===== config.mk =====
export PLATFORM = sky130hd
export DESIGN_NAME = dplca_claim_table_ctrl
export DESIGN_NICKNAME = d
export VERILOG_FILES = /design/src/rtl/dplca_claim_table_ctrl.sv
export SDC_FILE = /design/constraint.sdc
export NUM_CORES = 2
export LEC_CHECK = 0
export BUFFER_PORTS_ARGS = -buffer_cell sky130_fd_sc_hd__buf_2
export CELL_PAD_IN_SITES_DETAIL_PLACEMENT = 1
export CELL_PAD_IN_SITES_GLOBAL_PLACEMENT = 1
export CORE_MARGIN = 2
export CORE_UTILIZATION = 40
export CTS_BUF_LIST = sky130_fd_sc_hd__clkbuf_8
export CTS_CLUSTER_DIAMETER = 80
export DETAILED_ROUTE_END_ITERATION = 12
export GPL_ROUTABILITY_DRIVEN = 0
export PLACE_DENSITY_LB_ADDON = 0.3
export SLEW_MARGIN = 20
export SYNTH_ARGS = -nofsm -noshare
export SYNTH_HDL_FRONTEND = slang
export SYNTH_SLANG_ARGS = --single-unit

===== constraint.sdc =====
create_clock -name clk -period 67.4 [get_ports clk]
set_input_delay 13.48 -clock clk [delete_from_list [all_inputs] [get_ports clk]]
set_output_delay 13.48 -clock clk [all_outputs]
set_load 0.02 [all_outputs]

===== src/rtl/dplca_claim_table_ctrl.sv =====
// D-PLCA TXOP claim table: records per-node TXOP activity over each beacon cycle,
// refreshes/ages the 2-bit claim entries at every beacon commit, and flags aging boundaries.
module dplca_claim_table_ctrl #(
  parameter int unsigned AGING_CYCLES = 8,
  parameter int unsigned CLAIM_MAX    = 3
) (
  input  logic           clk,
  input  logic           plca_reset,
  input  logic           dplca_en,
  input  logic           dplca_aging,
  input  logic [1:0]     rx_cmd,
  input  logic           txop_end,
  input  logic [7:0]     txop_id,
  input  logic           txop_active,
  input  logic [7:0]     plca_node_count,
  output logic [511:0]   txop_claim_table_unpacked,
  output logic           dplca_txop_table_upd,
  output logic           dplca_new_age,
  output logic [7:0]     dplca_age_cnt
);

  localparam int unsigned N_ENTRIES = 256;
  localparam int unsigned TBL_W     = 2 * N_ENTRIES;
  localparam logic [1:0]  CMD_BEACON = 2'b00;
  localparam logic [1:0]  CMD_NONE   = 2'b10;
  localparam logic [1:0]  CLAIM_VAL  = 2'(CLAIM_MAX);
  localparam logic [7:0]  AGE_LAST   = 8'(AGING_CYCLES - 1);

  typedef enum logic [1:0] {
    S_IDLE        = 2'd0,
    S_WAIT_BEACON = 2'd1,
    S_CYCLE       = 2'd2
  } state_t;

  state_t               r_state;
  logic [1:0]           r_prev_cmd;
  logic [TBL_W-1:0]     r_table;
  logic [N_ENTRIES-1:0] r_seen;
  logic                 r_upd;
  logic                 r_new_age;
  logic [7:0]           r_age_cnt;

  logic                 w_beacon_rise;
  logic                 w_txop_hit;
  logic                 w_age_tick;
  logic [N_ENTRIES-1:0] w_seen_merged;
  logic [TBL_W-1:0]     w_table_next;

  assign w_beacon_rise = (rx_cmd == CMD_BEACON) && (r_prev_cmd != CMD_BEACON);
  assign w_txop_hit    = txop_end && txop_active && (txop_id < plca_node_count);
  assign w_age_tick    = dplca_aging && (r_age_cnt == AGE_LAST);

  // Activity closing on the commit edge itself is folded into that commit.
  always_comb begin
    w_seen_merged = r_seen;
    if (w_txop_hit) begin
      w_seen_merged[txop_id] = 1'b1;
    end
  end

  always_comb begin
    w_table_next = r_table;
    for (int i = 0; i < N_ENTRIES; i++) begin
      if (9'(i) >= {1'b0, plca_node_count}) begin
        w_table_next[2*i +: 2] = 2'b00;
      end else if (w_seen_merged[i]) begin
        w_table_next[2*i +: 2] = CLAIM_VAL;
      end else if (w_age_tick && (r_table[2*i +: 2] != 2'b00)) begin
        w_table_next[2*i +: 2] = r_table[2*i +: 2] - 2'd1;
      end
    end
  end

  always_ff @(posedge clk or posedge plca_reset) begin
    if (plca_reset) begin
      r_state    <= S_IDLE;
      r_prev_cmd <= CMD_NONE;
      r_table    <= '0;
      r_seen     <= '0;
      r_upd      <= 1'b0;
      r_new_age  <= 1'b0;
      r_age_cnt  <= 8'd0;
    end else begin
      r_prev_cmd <= rx_cmd;
      r_upd      <= 1'b0;
      if (!dplca_en) begin
        r_state   <= S_IDLE;
        r_table   <= '0;
        r_seen    <= '0;
        r_new_age <= 1'b0;
        r_age_cnt <= 8'd0;
      end else begin
        case (r_state)
          S_IDLE: r_state <= S_WAIT_BEACON;
          S_WAIT_BEACON: begin
            if (w_beacon_rise) begin
              r_state <= S_CYCLE;
              r_seen  <= '0;
            end
          end
          S_CYCLE: begin
            if (w_beacon_rise) begin
              r_table   <= w_table_next;
              r_seen    <= '0;
              r_upd     <= 1'b1;
              r_new_age <= w_age_tick;
              if (!dplca_aging || w_age_tick) begin
                r_age_cnt <= 8'd0;
              end else if (r_age_cnt != 8'hFF) begin
                r_age_cnt <= r_age_cnt + 8'd1;
              end
            end else begin
              r_seen <= w_seen_merged;
            end
          end
          default: r_state <= S_IDLE;
        endcase
      end
    end
  end

  assign txop_claim_table_unpacked = r_table;
  assign dplca_txop_table_upd      = r_upd;
  assign dplca_new_age             = r_new_age;
  assign dplca_age_cnt             = r_age_cnt;

endmodule


* Word level (Yosys, flattened, before mapping)
Index checks and enable logic that the tools add are counted.
** Word-level totals
- Bits in registers :: 782
- Output and inout port bits :: 522
- Bits of input ports :: 24
** Cells by class
- $lt $le $gt $ge :: 258
- Equality and inequality tests :: 266
- Bitwise logic cells :: 1
- Muxes and demuxes :: 789
- Reductions and logical operators :: 780
- $add $sub $neg :: 256
** Operators by type and width (count)
- $mux 512 :: 3
- $mux 2 :: 767
- $mux 256 :: 4
- $ne 4x1->1 const B :: 255
- $ge 8x8->1 const A :: 127
- $reduce_and 3->1 :: 257
- $ge 7x8->1 const A :: 64
- $pmux 256 s2 :: 1
- $reduce_bool 2->1 :: 256
- $sub 2x1->2 const B :: 255
- $logic_and 1x1->1 :: 260
- $ge 6x8->1 const A :: 32
- $or 256x256->256 :: 1
- $ge 5x8->1 const A :: 16
- $ge 4x8->1 const A :: 8
- $mux 8 :: 5
- $ge 3x8->1 const A :: 4
- $ge 1x8->1 const A :: 2
- $ge 2x8->1 const A :: 2
- $lt 8x9->1 const B :: 1
- $add 8x1->8 const B :: 1
- $demux 1 s8 :: 1
- $eq 8x3->1 const B :: 1
- $ge 8x1->1 const B :: 1
- other kinds (15) :: 26

* Logic depth before layout (Yosys ltp)
- Depth in word-level cells :: 11
- Mapped depth :: 13
- Gate-level depth less buffers :: 8

* Worst setup path after synthesis
OpenSTA, ideal clock, no wires.
- Path kind :: input to register
- Start :: input plca_node_count[6]
- End :: register r_table[2], in the netlist txop_claim_table_unpacked[2]
- Slack :: 50963 ps
- Stages on the path :: 12
- Path buffers :: 4
- Arrival time :: 16312 ps
- Cell sequence :: clkbuf_1 -> clkbuf_1 -> inv_1 -> ha_1 -> a21oi_1 -> o2111ai_2 -> buf_2 -> a311oi_2 -> buf_2 -> a21oi_1 -> a21oi_1 -> o22ai_1
** On the way
- Cells in the longest elaborated chain, start to end :: 8
- Elaborated cells on any way between the ends :: 11
- Those cells by class :: 2 x order compare; 1 x eq/ne; 6 x mux; 2 x reduce/logical
** RTL lines
- from (decl) :: line 15 : input logic [7:0] plca_node_count,
- $lt 8x8->1 :: line 50 : assign w_txop_hit = txop_end && txop_active && (txop_id < plca_node_count);
- $logic_and 1x1->1 :: line 50
- $mux 256 :: line 56 : if (w_txop_hit) begin
- $mux 2 :: line 66 : end else if (w_seen_merged[i]) begin
- $mux 2 :: line 64 : if (9'(i) >= {1'b0, plca_node_count}) begin
- $mux 512 :: line 102 : if (w_beacon_rise) begin
- $mux 512 :: line 93 : case (r_state)
- $mux 512 :: line 86 : if (!dplca_en) begin
- to (signal assigned) :: line 103 : r_table <= w_table_next;
- to (decl) :: line 37 : logic [TBL_W-1:0] r_table;
Parallel ways exist; a longest one is shown, timed or not. The select of a mux whose other input is x is not followed.
A chain may end at the register's enable or synchronous reset.

* Worst setup path after layout
- Start :: input dplca_en
- End :: register r_seen[166]
** On the way
- Cells in the longest elaborated chain, start to end :: 2
- Elaborated cells on any way between the ends :: 4
- Those cells by class :: 2 x eq/ne; 1 x mux; 1 x reduce/logical
** RTL lines
- from (decl) :: line 9 : input logic dplca_en,
- $ne 3x1->1 (no source line) or $ne 3x3->1 (tied branches)
- $reduce_and 2->1 (no source line)
- to (signal assigned) :: line 113 : r_seen <= w_seen_merged;
- to (decl) :: line 38 : logic [N_ENTRIES-1:0] r_seen;
Parallel ways exist; a longest one is shown, timed or not.

==> flow_summary.ini <==
[die]
die_h_um = 337
starting_utilization_of_the_core_area = 0.403
coreArea_um2 = 110000
design.portCount = 546
rows = 122
die_w_um = 337
die_outline_area_um2 = 114000

[timing]
layout_worst_path_cycle_share = 0.256
maximum_clock_skew_at_final_layout_ns = 0.0498
least_setup_slack_across_all_paths_after_layout_ns = 50.13
setup_viol_count_final = 0
layout_min_cycle_time_ns = 17.27
slew_worst_pin_ns = 1.27
timing.fmax_mhz = 57.9
tns_ns = 0
fin_hold_viols = 0
rsz_0062_raised_after_global_routing = false
timing.slew.headroom = 0.151
final.hold.worst_slack_ns = 0.454
final-max-slew-violation-count = 0

[synth]
synth.ff_latch_count = 779
synth_async_sr_flop_share = 1.00
synth_warnings = 0
number_of_enable_type_register_cells_in_the_synthesized_netlist = 0
synth.yosys.seq_area_share = 0.439
syn-mean-instance-area_um2 = 8.98
synth_cell_types = 80
synth_ff_type = sky130_fd_sc_hd__dfrtp_1
syn_inst = 4947
post_synth_instance_area_um2 = 44400

[setup_path]
cp_slowest_stage_delay_ns = 0.93
critical_path.n_buffers_inverters = 5
arrival_ns = 18.04
required_time_reported_for_the_critical_path_endpoint_ns = 68.17
timing.critical_path.from_type = primary input
worst_path_cell_with_the_longest_stage_delay = sky130_fd_sc_hd__buf_4
cp_cell_sequence = buf_2, buf_4, clkinv_1, nor3_2, buf_4, or2_4, buf_4, a22o_1
worstSetupPathType = in -> reg
worstSetupPathDepth = 8
critPathTopFamily = buffers and inverters
count_of_cells_along_the_worst_register_to_register_path = 8
endpoint_kind = flip-flop
worstPathMaxFanout = 85
timing.critical_path.mode_cell = sky130_fd_sc_hd__buf_4

[finish]
post_route_cells_drive_above_1_share = 0.169
instances_no_fill = 7025
nets = 5703
area_growth_pct = 16.5
most_common_library_cell_in_the_layout_ignoring_fill_and_taps = sky130_fd_sc_hd__dfrtp_1
finalCoreUtilization = 0.469
commonest_cells_after_routing_fill_and_taps_aside = sky130_fd_sc_hd__dfrtp_1 (778), sky130_fd_sc_hd__inv_1 (710), sky130_fd_sc_hd__a21oi_1 (559)

[drt]
wire_per_inst_um = 28.0
first_pass_iters = 5
route.antenna.remaining_nets = 0
first_iter_violations = 3510
via_per_inst = 6.17
drc = 0
wl_mm = 197
via_count = 43334

[placed_design]
placed_cells_incl_taps = 6750
dp.final_hpwl_mm = 136
number_of_buffer_cells_added_on_primary_ports = 543
post-place-ws_ns = 49.44

[global_routing]
grt_pass1_vias = 43355
overflow = 0
grt_max_degree = 190
antenna_violations_before_repair = 27
grt_first_pass_wirelength_mm = 286
groute.usage.overall = 0.339

[clock_network]
path_clk_slew_ns = 0.06
cts_tree = done
postCtsSetupBuffers = 0
post_cts.resized_instances = 0
num_cts_buffers = 148
cts_buffer_depth = 3
cts.sinks = 779
root_buffer = sky130_fd_sc_hd__clkbuf_8
hold_buffers = 0
clock_insertion_delay_worst_skew_ns = 0.85
ctsHtreeMaxLevel = 4

[flow_run]
drv.max_cap_violation_count = 0

[run_status]
status = finished clean

[pwr]
power.density_nw_per_um2 = 20.0
worst_case_vdd_ir_drop_mv = 0.0123
power.leakage_uw = 0.0242

[min_path]
hp-class = reg -> reg
whs_path_depth = 1
[sequential cells by signal, indices dropped and copies added (netlist names)]
| register | flops |
|---|---|
| dplca_age_cnt | 8 |
| dplca_new_age | 1 |
| dplca_txop_table_upd | 1 |
| r_prev_cmd | 2 |
| r_seen | 255 |
| r_state | 2 |
| txop_claim_table_unpacked | 510 |
[where the power goes]
| group | switching [µW] | internal (µW) | total [µW] |
|---|---|---|---|
| clock network | 223 | 243 | 466 |
| logic | 75.3 | 19.0 | 94.3 |
| registers | 2.07 | 470 | 472 |
[synth_stat cells, drive strengths merged, types with 37 or more instances]
cell	n	area share
a21oi	562	0.063
nor3	51	0.0065
o21ai	310	0.035
buf	65	0.0079
inv	666	0.056
ha	263	0.074
dfrtp	778	0.44
clkbuf	241	0.020
a21boi	43	0.0073
o31a	37	0.0073
o22a	331	0.065
a22o	146	0.029
nand2	136	0.011
a31oi	325	0.046
nor2	467	0.039
[logic make-up after synthesis]
| family | count (synthesis) | share of synthesized area |
|---|---|---|
| DFF | 779 | 0.439 |
| AOI/OAI and AO/OA | 2090 | 0.317 |
| and+or+nand+nor | 830 | 0.0830 |
| adders and majority gates | 263 | 0.0741 |
| muxes | 2 | 0.000479 |
| xor gates and xnor gates | 6 | 0.00118 |
| buffers and inverters | 976 | 0.0849 |
| other | 1 | 0.0000844 |
[layer usage]
layer	share of wire	global-route usage	routed length [µm]
met4	0.073	0.226	14300
met5	0.00051	0	101
met2	0.43	0.508	85500
met3	0.090	0.0933	17600
met1	0.40	0.428	79100
[final cells by class]
type,count,area [µm²]
fillers,13011,58600
multi-input cells,3193,21600
flip-flops and latches,779,19500
repair buffers,624,3440
inverters,670,2520
clock buffers,182,2500
well taps,1488,1860
clock inverters,74,353
diodes,15,37.5
[metrics by stage]
stage          cell area, µm²  power (µW)
2_1_floorplan           44400         534
3_3_place_gp            48800         570
3_5_place_dp            48800         572
4_1_cts                 51600        1040
5_1_grt                 51700        1070
6_report                51800        1030
[path summary, 6_finish.rpt]
| kind | start | end | slack (ns) |
|---|---|---|---|
| worst max-delay path | dplca_en | r_seen[166]$_DFFE_PP0P_ | 50.13 |
| min in group asynchronous | plca_reset | dplca_age_cnt[6]$_DFFE_PP0P_ | 12.87 |
| worst min-delay path | r_state[1]$_DFFE_PP0P_ | r_state[0]$_DFFE_PP0P_ | 0.45 |
| max in group asynchronous | plca_reset | txop_claim_table_unpacked[307]$_DFFE_PP0P_ | 52.02 |
| worst min register to register | r_state[1]$_DFFE_PP0P_ | r_state[0]$_DFFE_PP0P_ | 0.45 |
| worst max register to register | dplca_age_cnt[2]$_DFFE_PP0P_ | txop_claim_table_unpacked[168]$_DFFE_PP0P_ | 63.35 |
Note: power is estimated with default switching activity, not from simulation.
